==> config.mk <==
export PLATFORM = sky130hd
export DESIGN_NAME = tx_arbiter
export DESIGN_NICKNAME = d
export VERILOG_FILES = /design/src/rtl/tx_arbiter.sv
export SDC_FILE = /design/constraint.sdc
export NUM_CORES = 1
export LEC_CHECK = 0
export ABC_CLOCK_PERIOD_IN_PS = 2840
export BUFFER_PORTS_ARGS = -buffer_cell sky130_fd_sc_hd__buf_2
export CAP_MARGIN = 0
export CELL_PAD_IN_SITES_DETAIL_PLACEMENT = 0
export CELL_PAD_IN_SITES_GLOBAL_PLACEMENT = 2
export CORE_MARGIN = 8
export CORE_UTILIZATION = 30
export DETAILED_ROUTE_END_ITERATION = 8
export PLACE_DENSITY_LB_ADDON = 0.05
export SLEW_MARGIN = 20
export SYNTH_ARGS = -nofsm -noshare
export SYNTH_HDL_FRONTEND = slang
export SYNTH_SLANG_ARGS = --single-unit
==> constraint.sdc <==
create_clock -name clk -period 2.84 [get_ports clk]
set_input_delay 0.568 -clock clk [delete_from_list [all_inputs] [get_ports clk]]
set_output_delay 0.568 -clock clk [all_outputs]
set_load 0.02 [all_outputs]
==> src/rtl/tx_arbiter.sv <==
// Round-robin arbiter that shares one parallel-load serial transmitter among N_REQ requesters.
// Define TX_ARB_FIXED_PRIO_EN to replace round-robin with fixed lowest-index-wins priority.
module tx_arbiter #(
   parameter int N_REQ        = 4,
   parameter int DATA_W       = 4,
   parameter int FRAME_CYCLES = 6
) (
   input  logic                      clk,
   input  logic                      reset,
   input  logic [N_REQ-1:0]          req,
   input  logic [N_REQ*DATA_W-1:0]   req_data,
   output logic [N_REQ-1:0]          ack,
   output logic [$clog2(N_REQ)-1:0]  grant_id,
   output logic                      busy,
   output logic                      st,
   output logic [DATA_W-1:0]         data_in
);

   localparam int IDW = $clog2(N_REQ);
   localparam int CW  = $clog2(FRAME_CYCLES) + 1;

   typedef enum logic [1:0] {IDLE, START, WAIT} state_e;

   state_e              state_q;
   logic [CW-1:0]       cnt_q;
   logic [N_REQ-1:0]    ack_q;
   logic [IDW-1:0]      grant_q;
   logic [DATA_W-1:0]   data_q;

   logic                found_d;
   logic [IDW-1:0]      grant_d;
   logic [DATA_W-1:0]   data_d;

   // Winner selection; grant_q doubles as the round-robin pointer in the default build.
   always_comb begin
      found_d = 1'b0;
      grant_d = grant_q;
`ifdef TX_ARB_FIXED_PRIO_EN
      for (int i = N_REQ - 1; i >= 0; i--) begin
         if (req[i]) begin
            found_d = 1'b1;
            grant_d = IDW'(i);
         end
      end
`else
      for (int k = 1; k <= N_REQ; k++) begin
         logic [IDW-1:0] idx;
         idx = IDW'((int'(grant_q) + k) % N_REQ);
         if (!found_d && req[idx]) begin
            found_d = 1'b1;
            grant_d = idx;
         end
      end
`endif
      data_d = '0;
      for (int i = 0; i < N_REQ; i++) begin
         if (grant_d == IDW'(i)) begin
            data_d = req_data[i*DATA_W +: DATA_W];
         end
      end
   end

   always_ff @(posedge clk or negedge reset) begin
      if (!reset) begin
         state_q <= IDLE;
         cnt_q   <= '0;
         ack_q   <= '0;
         grant_q <= IDW'(N_REQ - 1);
         data_q  <= '0;
      end else begin
         ack_q <= '0;
         unique case (state_q)
            IDLE: begin
               if (found_d) begin
                  data_q  <= data_d;
                  grant_q <= grant_d;
                  ack_q   <= {{(N_REQ-1){1'b0}}, 1'b1} << grant_d;
                  state_q <= START;
               end
            end
            START: begin
               cnt_q   <= CW'(FRAME_CYCLES - 1);
               state_q <= WAIT;
            end
            WAIT: begin
               // The counter reaching zero ends the frame; it never wraps below zero.
               if (cnt_q == '0) begin
                  state_q <= IDLE;
               end else begin
                  cnt_q <= cnt_q - CW'(1);
               end
            end
            default: state_q <= IDLE;
         endcase
      end
   end

   assign st       = (state_q == START);
   assign busy     = (state_q != IDLE);
   assign ack      = ack_q;
   assign grant_id = grant_q;
   assign data_in  = data_q;

endmodule

==> results.txt, run 1 <==
status: finished clean
root buffer cell: clkbuf_4
Post-CTS Setup Repair Bufs: 0
Crit-path slowest cell: dfrtp_1
Die H: 71.1 um
largest net degree at the start of global routing: 17
syn nets: 113
FF+latch count, synth: 16
Setup Skew: 7.82 ps
die width: 71.1 um
Least-Margin Pin Slew: 395 ps
Initial Util: 30.6%
Routed met2 length: 1130 um
DRT met1 WL: 987 um
DRT Pass-1 Iters: 2
antenna-violating nets left: 0
initial DRC count: 28
most frequent cells in the layout: 33 x buf_2, 14 x dfrtp_1, 10 x nand2_1, 9 x mux2i_1, 9 x nor2_1
Power Density: 1090 nW/um^2
Worst-path clk slew: 90 ps
HPWL Detailed: 1780 um
syn avg cell area: 10.1 sq um
P_leak: 0.000559 uW
Final min period: 1840 ps
highest metal layer with signal wires: met4
antenna diode instance count: 0
Hold Buf Count CTS: 0
crit-path max cell delay: 480 ps
global-route usage over all layers: 10.3%
gr ovfl total: 0
WL met3: 97 um
critical-path cell list: inv_1 > nor2_1 > buf_2
# IOs: 34
RSZ-0062 raised after global routing: no
PortBufs: 33
most common cell after layout, fill and taps aside: buf_2
H-Tree Depth: 1
final cell count without fillers: 157
worst r2r path cells: 4
Final Cycle Share: 64.9%
sequential area share after synthesis: 44.2%
max_cap viols: 0
WL/cell: 14.2 um
Ys Warns: 0
synth unique cells: 32
TritonCTS sink count: 16
area of the multi-input gates: 435 sq um
fmax: 543 MHz
Worst EP arrival: 1270 ps
Synth Cell Area: 911 sq um
area grow syn2layout: 21.8%
vias per std cell: 4.89
die footprint: 5060 sq um
nets@finish: 148
Core Footprint: 2980 sq um
Final Hold Fails: 0
CP max FO: 7
routability cong.: 0.758
Final TNS setup: 0 ps
vias in the first global route: 829
Rows: 20
clk buf depth: 2
critical path class: flop to output port
final setup fails: 0
CP required: 2270 ps
Num CTS Buffers: 3
initial antenna violation count: 0
Reg area: 403 sq um
fraction of layout cells with a size suffix above 1: 37.9%
CP endpoint kind: output port
first-pass GRT wire length: 4130 um
Post-CTS Resized: 0
fillers: 320
Startpoint Class: flop
Slew headroom: 73.7%
Slew Limit Fails: 0
Worst Hold Class: input port to async pin
Hold WS: 180 ps
drt drc: 0
WL final: 2230 um
VDD IR max: 0.382 mV
clock latency on the worst-skew pair: 290 ps
CTS tree: yes
Placed Instances: 153
Vias: 768
Syn Inst Count: 90
final cells by class:
class	instances	share of cell area, %
multi-input cells	64	39.2
inverters	7	3.49
clock buffers	4	2.37
flip-flops and latches	16	36.3
repair buffers	33	14.9
well taps	33	3.72
critical path: cells and delay by family, from the launching register on:
kind,cells,cell delay [ps]
flops,1,480
simple gates,1,160
buf+inv,2,360
synthesized netlist by cell type (all sizes together):
| library cell | n | area, sq um |
|---|---|---|
| nor2b | 1 | 6.26 |
| nor3 | 1 | 5.00 |
| nor2 | 9 | 33.8 |
| or2 | 3 | 21.3 |
| dfrtp | 14 | 350 |
| nor4 | 1 | 6.26 |
| o21ai | 7 | 35.0 |
| a211oi | 1 | 12.5 |
| a21boi | 2 | 15.0 |
| mux2i | 9 | 90.1 |
| buf | 3 | 33.8 |
| a22oi | 2 | 20.0 |
| inv | 6 | 22.5 |
| a31o | 1 | 8.76 |
| o21bai | 1 | 7.51 |
| a21oi | 2 | 10.0 |
| clkinv | 1 | 16.3 |
| nand3 | 3 | 15.0 |
| a41oi | 1 | 8.76 |
| ha | 1 | 12.5 |
| o221a | 1 | 20.0 |
| a22o | 1 | 8.76 |
| nand2b | 2 | 20.0 |
| dfstp | 2 | 52.6 |
| nand2 | 11 | 43.8 |
| o221ai | 4 | 35.0 |
through the flow:
step,power (uW),cell area [sq um],setup WS [ps],util [%]
final,1210,1110,997,37.3
after detailed placement,1110,1080,948,36.4
after CTS,1240,1110,984,37.3
after floorplan,959,911,1180,-
after global placement,1110,1080,1030,36.4
after global routing,1340,1110,845,37.3
final timing paths:
path,from,end,slack (ps)
setup / recovery,state_q[0]$_DFFE_PN0P_,st,1000
hold / removal,reset,cnt_q[1]$_DFFE_PN0P_,180
setup reg to reg,grant_id[1]$_DFFE_PN1P_,data_in[1]$_DFFE_PN0P_,1140
hold reg to reg,data_in[1]$_DFFE_PN0P_,data_in[1]$_DFFE_PN0P_,500
max in group asynchronous,reset,grant_id[1]$_DFFE_PN1P_,2340
min in group clk,data_in[1]$_DFFE_PN0P_,data_in[1]$_DFFE_PN0P_,500
layer usage:
| metal | up-vias | GRT usage (%) |
|---|---|---|
| li1 | 385 | - |
| met1 | 361 | 12.4 |
| met2 | 18 | 16.5 |
| met3 | 4 | 3.25 |
| met4 | 0 | 4.16 |
| met5 | - | 0 |
registers in the layout, indices dropped and copies added (netlist names):
name	cells
ack	4
cnt_q	4
data_in	4
grant_id	2
state_q	2
power breakdown:
part / total, uW / internal, uW / switching (uW)
logic: 643 / 270 / 372
clock network: 125 / 54.6 / 70.5
registers: 443 / 338 / 105
total: 1210 / 663 / 548
kinds of logic after synthesis:
group / Yosys count / synth area share [%]
AOI/OAI and AO/OA: 23 / 19.9
adders and majority gates: 1 / 1.37
DFF: 16 / 44.2
muxes: 9 / 9.89
buffers and inverters: 10 / 7.97
and+or+nand+nor: 31 / 16.6
Power figures use the tool's default switching activity.
==> run 2, diff against run 1 <==
--- a/config.mk
+++ b/config.mk
@@ -5,13 +5,14 @@
 export SDC_FILE = /design/constraint.sdc
 export NUM_CORES = 1
 export LEC_CHECK = 0
-export ABC_CLOCK_PERIOD_IN_PS = 2840
+export ABC_AREA = 1
+export ABC_CLOCK_PERIOD_IN_PS = 1600
 export BUFFER_PORTS_ARGS = -buffer_cell sky130_fd_sc_hd__buf_2
 export CAP_MARGIN = 0
 export CELL_PAD_IN_SITES_DETAIL_PLACEMENT = 0
 export CELL_PAD_IN_SITES_GLOBAL_PLACEMENT = 2
 export CORE_MARGIN = 8
-export CORE_UTILIZATION = 30
+export CORE_UTILIZATION = 24
 export DETAILED_ROUTE_END_ITERATION = 8
 export PLACE_DENSITY_LB_ADDON = 0.05
 export SLEW_MARGIN = 20
==> constraint.sdc (replaced) <==
create_clock -name clk -period 1.6 [get_ports clk]
set_input_delay 0.32 -clock clk [delete_from_list [all_inputs] [get_ports clk]]
set_output_delay 0.32 -clock clk [all_outputs]
set_load 0.02 [all_outputs]
==> run 2 against run 1 <==
Effect of this change:
- the run now ends with setup timing left
- count of clock-buffer cells in the layout is the same
- non-clock buffer count grew 30
- wire length grew 54%
- clock skew shrank 3.6 ps
- total power grew to 4.0 times the previous value
- sequential share of layout area shrank 14 points
- design area grew 60%
- global-route usage shrank 0.17 points
- synthesized cell count grew 80%
- via count grew 57%
- hold slack gained 220 ps
- die area grew 43%
- highest routed layer unchanged
==> results.txt, run 2 <==
antenna-violating nets left: 0
max_cap viols: 0
hold path depth: 5
Final min period: 1890 ps
reg2reg setup slack: -290 ps
root buffer cell: clkbuf_8
nets@finish: 249
Crit-path slowest cell: dfstp_2
largest net degree at the start of global routing: 17
Die H: 85.0 um
die width: 85.0 um
RSZ-0062 raised after global routing: yes
routability cong.: 0.794
# IOs: 34
EDFF count, synth: 0
H-Tree Depth: 1
Slew Limit Fails: 0
TritonCTS sink count: 16
vias in the first global route: 1234
Syn Inst Count: 162
leading cell type by number of instances after synthesis: nand2_1
gr ovfl total: 0
WL final: 3430 um
crit-path max cell delay: 590 ps
clk buf depth: 2
HPWL Detailed: 2680 um
most common cell after layout, fill and taps aside: nand2_1
CP required: 1740 ps
Num CTS Buffers: 3
r2r endpoint: data_in[1]$_DFFE_PN0P_
worst hold start: req_data[7]
Final Worst Setup Slack: -291 ps
Setup Skew: 4.24 ps
P_leak: 0.000961 uW
Synth Cell Area: 1140 sq um
Rows: 25
most frequent cells in the layout: 42 x nand2_1, 33 x buf_2, 22 x buf_4, 16 x inv_1, 15 x nand3_1
CP max FO: 9
status: complete, but fails checks
global-route usage over all layers: 10.1%
area grow syn2layout: 55.4%
fraction of layout cells with a size suffix above 1: 48.4%
WL/cell: 12.3 um
syn avg cell area: 7.05 sq um
setup slack at placement: -388 ps
final setup fails: 11
fmax: 529 MHz
CP endpoint kind: flop
first-pass GRT wire length: 5980 um
Final Cycle Share: 118%
Hold Crit Endpoint: data_in[3]$_DFFE_PN0P_
antenna diode instance count: 0
PortBufs: 33
Worst-path clk slew: 60 ps
Ys Warns: 0
Power Density: 2750 nW/um^2
critical-path cell list: inv_4 > nand2_1 > nand2_2 > nand2_4 > nand2_4 > nor2_4 > nand3_2 > nand2_4 > buf_12 > nand3b_1 > nand2_1 > inv_1 > nand2_1 > nand2_1
launch point of the worst reg-to-reg path: grant_id[0]$_DFFE_PN1P_
FF+latch count, synth: 16
syn nets: 185
ranking of synthesized cells by area: dfrtp_1 31%, nand2_1 16%, nand3_1 7.9%
post-synth top area cell: dfrtp_1
Worst Hold Class: input port to flop
worst r2r path cells: 14
Synth top area share: 30.7%
Placed Instances: 264
ys async rst share: 100%
CTS tree: yes
Startpoint Class: flop
Slew headroom: 76.5%
Worst EP arrival: 2030 ps
most frequent CP cell: nand2_1
failing checks: setup timing
Core Footprint: 4660 sq um
sequential area share after synthesis: 35.3%
initial DRC count: 67
top cells by count, synth: 50 x nand2_1, 18 x inv_1, 18 x nand3_1
drt drc: 0
vias per std cell: 4.32
synth unique cells: 22
die footprint: 7220 sq um
Vias: 1204
clock latency on the worst-skew pair: 250 ps
DRT Pass-1 Iters: 4
Least-Margin Pin Slew: 353 ps
initial antenna violation count: 0
critical path class: flop to flop
Initial Util: 24.5%
Final Hold Fails: 0
final cell count without fillers: 279
VDD IR max: 1.06 mV
ys flop type: dfrtp_1
==> run 2: worst max path at each step <==
| stage | slack [ps] | endpoint | start | depth (start not counted) |
|---|---|---|---|---|
| after floorplan | -210 | data_in[1]$_DFFE_PN0P_ | grant_id[0]$_DFFE_PN1P_ | 13 |
| after global placement | -370 | data_in[1]$_DFFE_PN0P_ | grant_id[0]$_DFFE_PN1P_ | 13 |
| after detailed placement | -390 | data_in[1]$_DFFE_PN0P_ | grant_id[0]$_DFFE_PN1P_ | 13 |
| after CTS | -280 | data_in[1]$_DFFE_PN0P_ | grant_id[0]$_DFFE_PN1P_ | 14 |
| after global routing | -410 | data_in[2]$_DFFE_PN0P_ | grant_id[0]$_DFFE_PN1P_ | 15 |
| final | -290 | data_in[1]$_DFFE_PN0P_ | grant_id[0]$_DFFE_PN1P_ | 14 |
==> run 2: power by group <==
part           internal (uW)  switching [uW]
registers                599             117
clock network            176             131
logic                   1700            2170
==> run 2: cell type report <==
class | count | area (sq um)
Tap cell | 54 | 67.6
Clock buffer | 4 | 45.0
Inverter | 23 | 93.8
Sequential cell | 16 | 403
Fill cell | 504 | 2890
Timing Repair Buffer | 63 | 453
Multi-Input combinational cell | 119 | 713
==> run 2: worst max-delay path, delay by kind of cell (launching register included) <==
| kind | cells | cell delay (ps) |
|---|---|---|
| buffers and inverters | 3 | 220 |
| DFF | 1 | 590 |
| and+or+nand+nor | 11 | 950 |
==> run 2: per-stage QoR <==
step	utilization [%]	total power, uW	TNS [ps]	hold WS [ps]	area, sq um
final	38.1	4890	-2590	404	1780
after global routing	38.1	5390	-3960	424	1780
after CTS	36.8	4700	-2640	402	1720
after detailed placement	32.4	3850	-3010	262	1510
after global placement	32.4	3850	-3130	252	1510
after floorplan	-	2860	-1330	24.4	1150
==> run 2: repair_timing <==
item,in CTS,in global routing
gates resized for setup,21,10
cloned,1,0
buffers inserted,6,3
hold buffers,1,0
pin swaps,7,4
endpoints found under the setup margin,14,16
endpoints found under the hold margin,14,0
==> run 2: routing by layer <==
metal | wire length, um | GRT usage [%] | share of wire [%]
met5 | 0 | 0 | 0
met2 | 1490 | 15.3 | 43
met1 | 1630 | 13.5 | 47
met4 | 22 | 3.40 | 0.64
met3 | 294 | 2.41 | 8.6
==> run 2: logic make-up after synthesis <==
kind of cell	after synthesis	share of synthesized area, %
compound gates	16	7.67
buf+inv	27	11.5
fa+ha+maj	1	1.10
flops	16	35.3
xor+xnor	1	0.767
simple gates	101	43.7
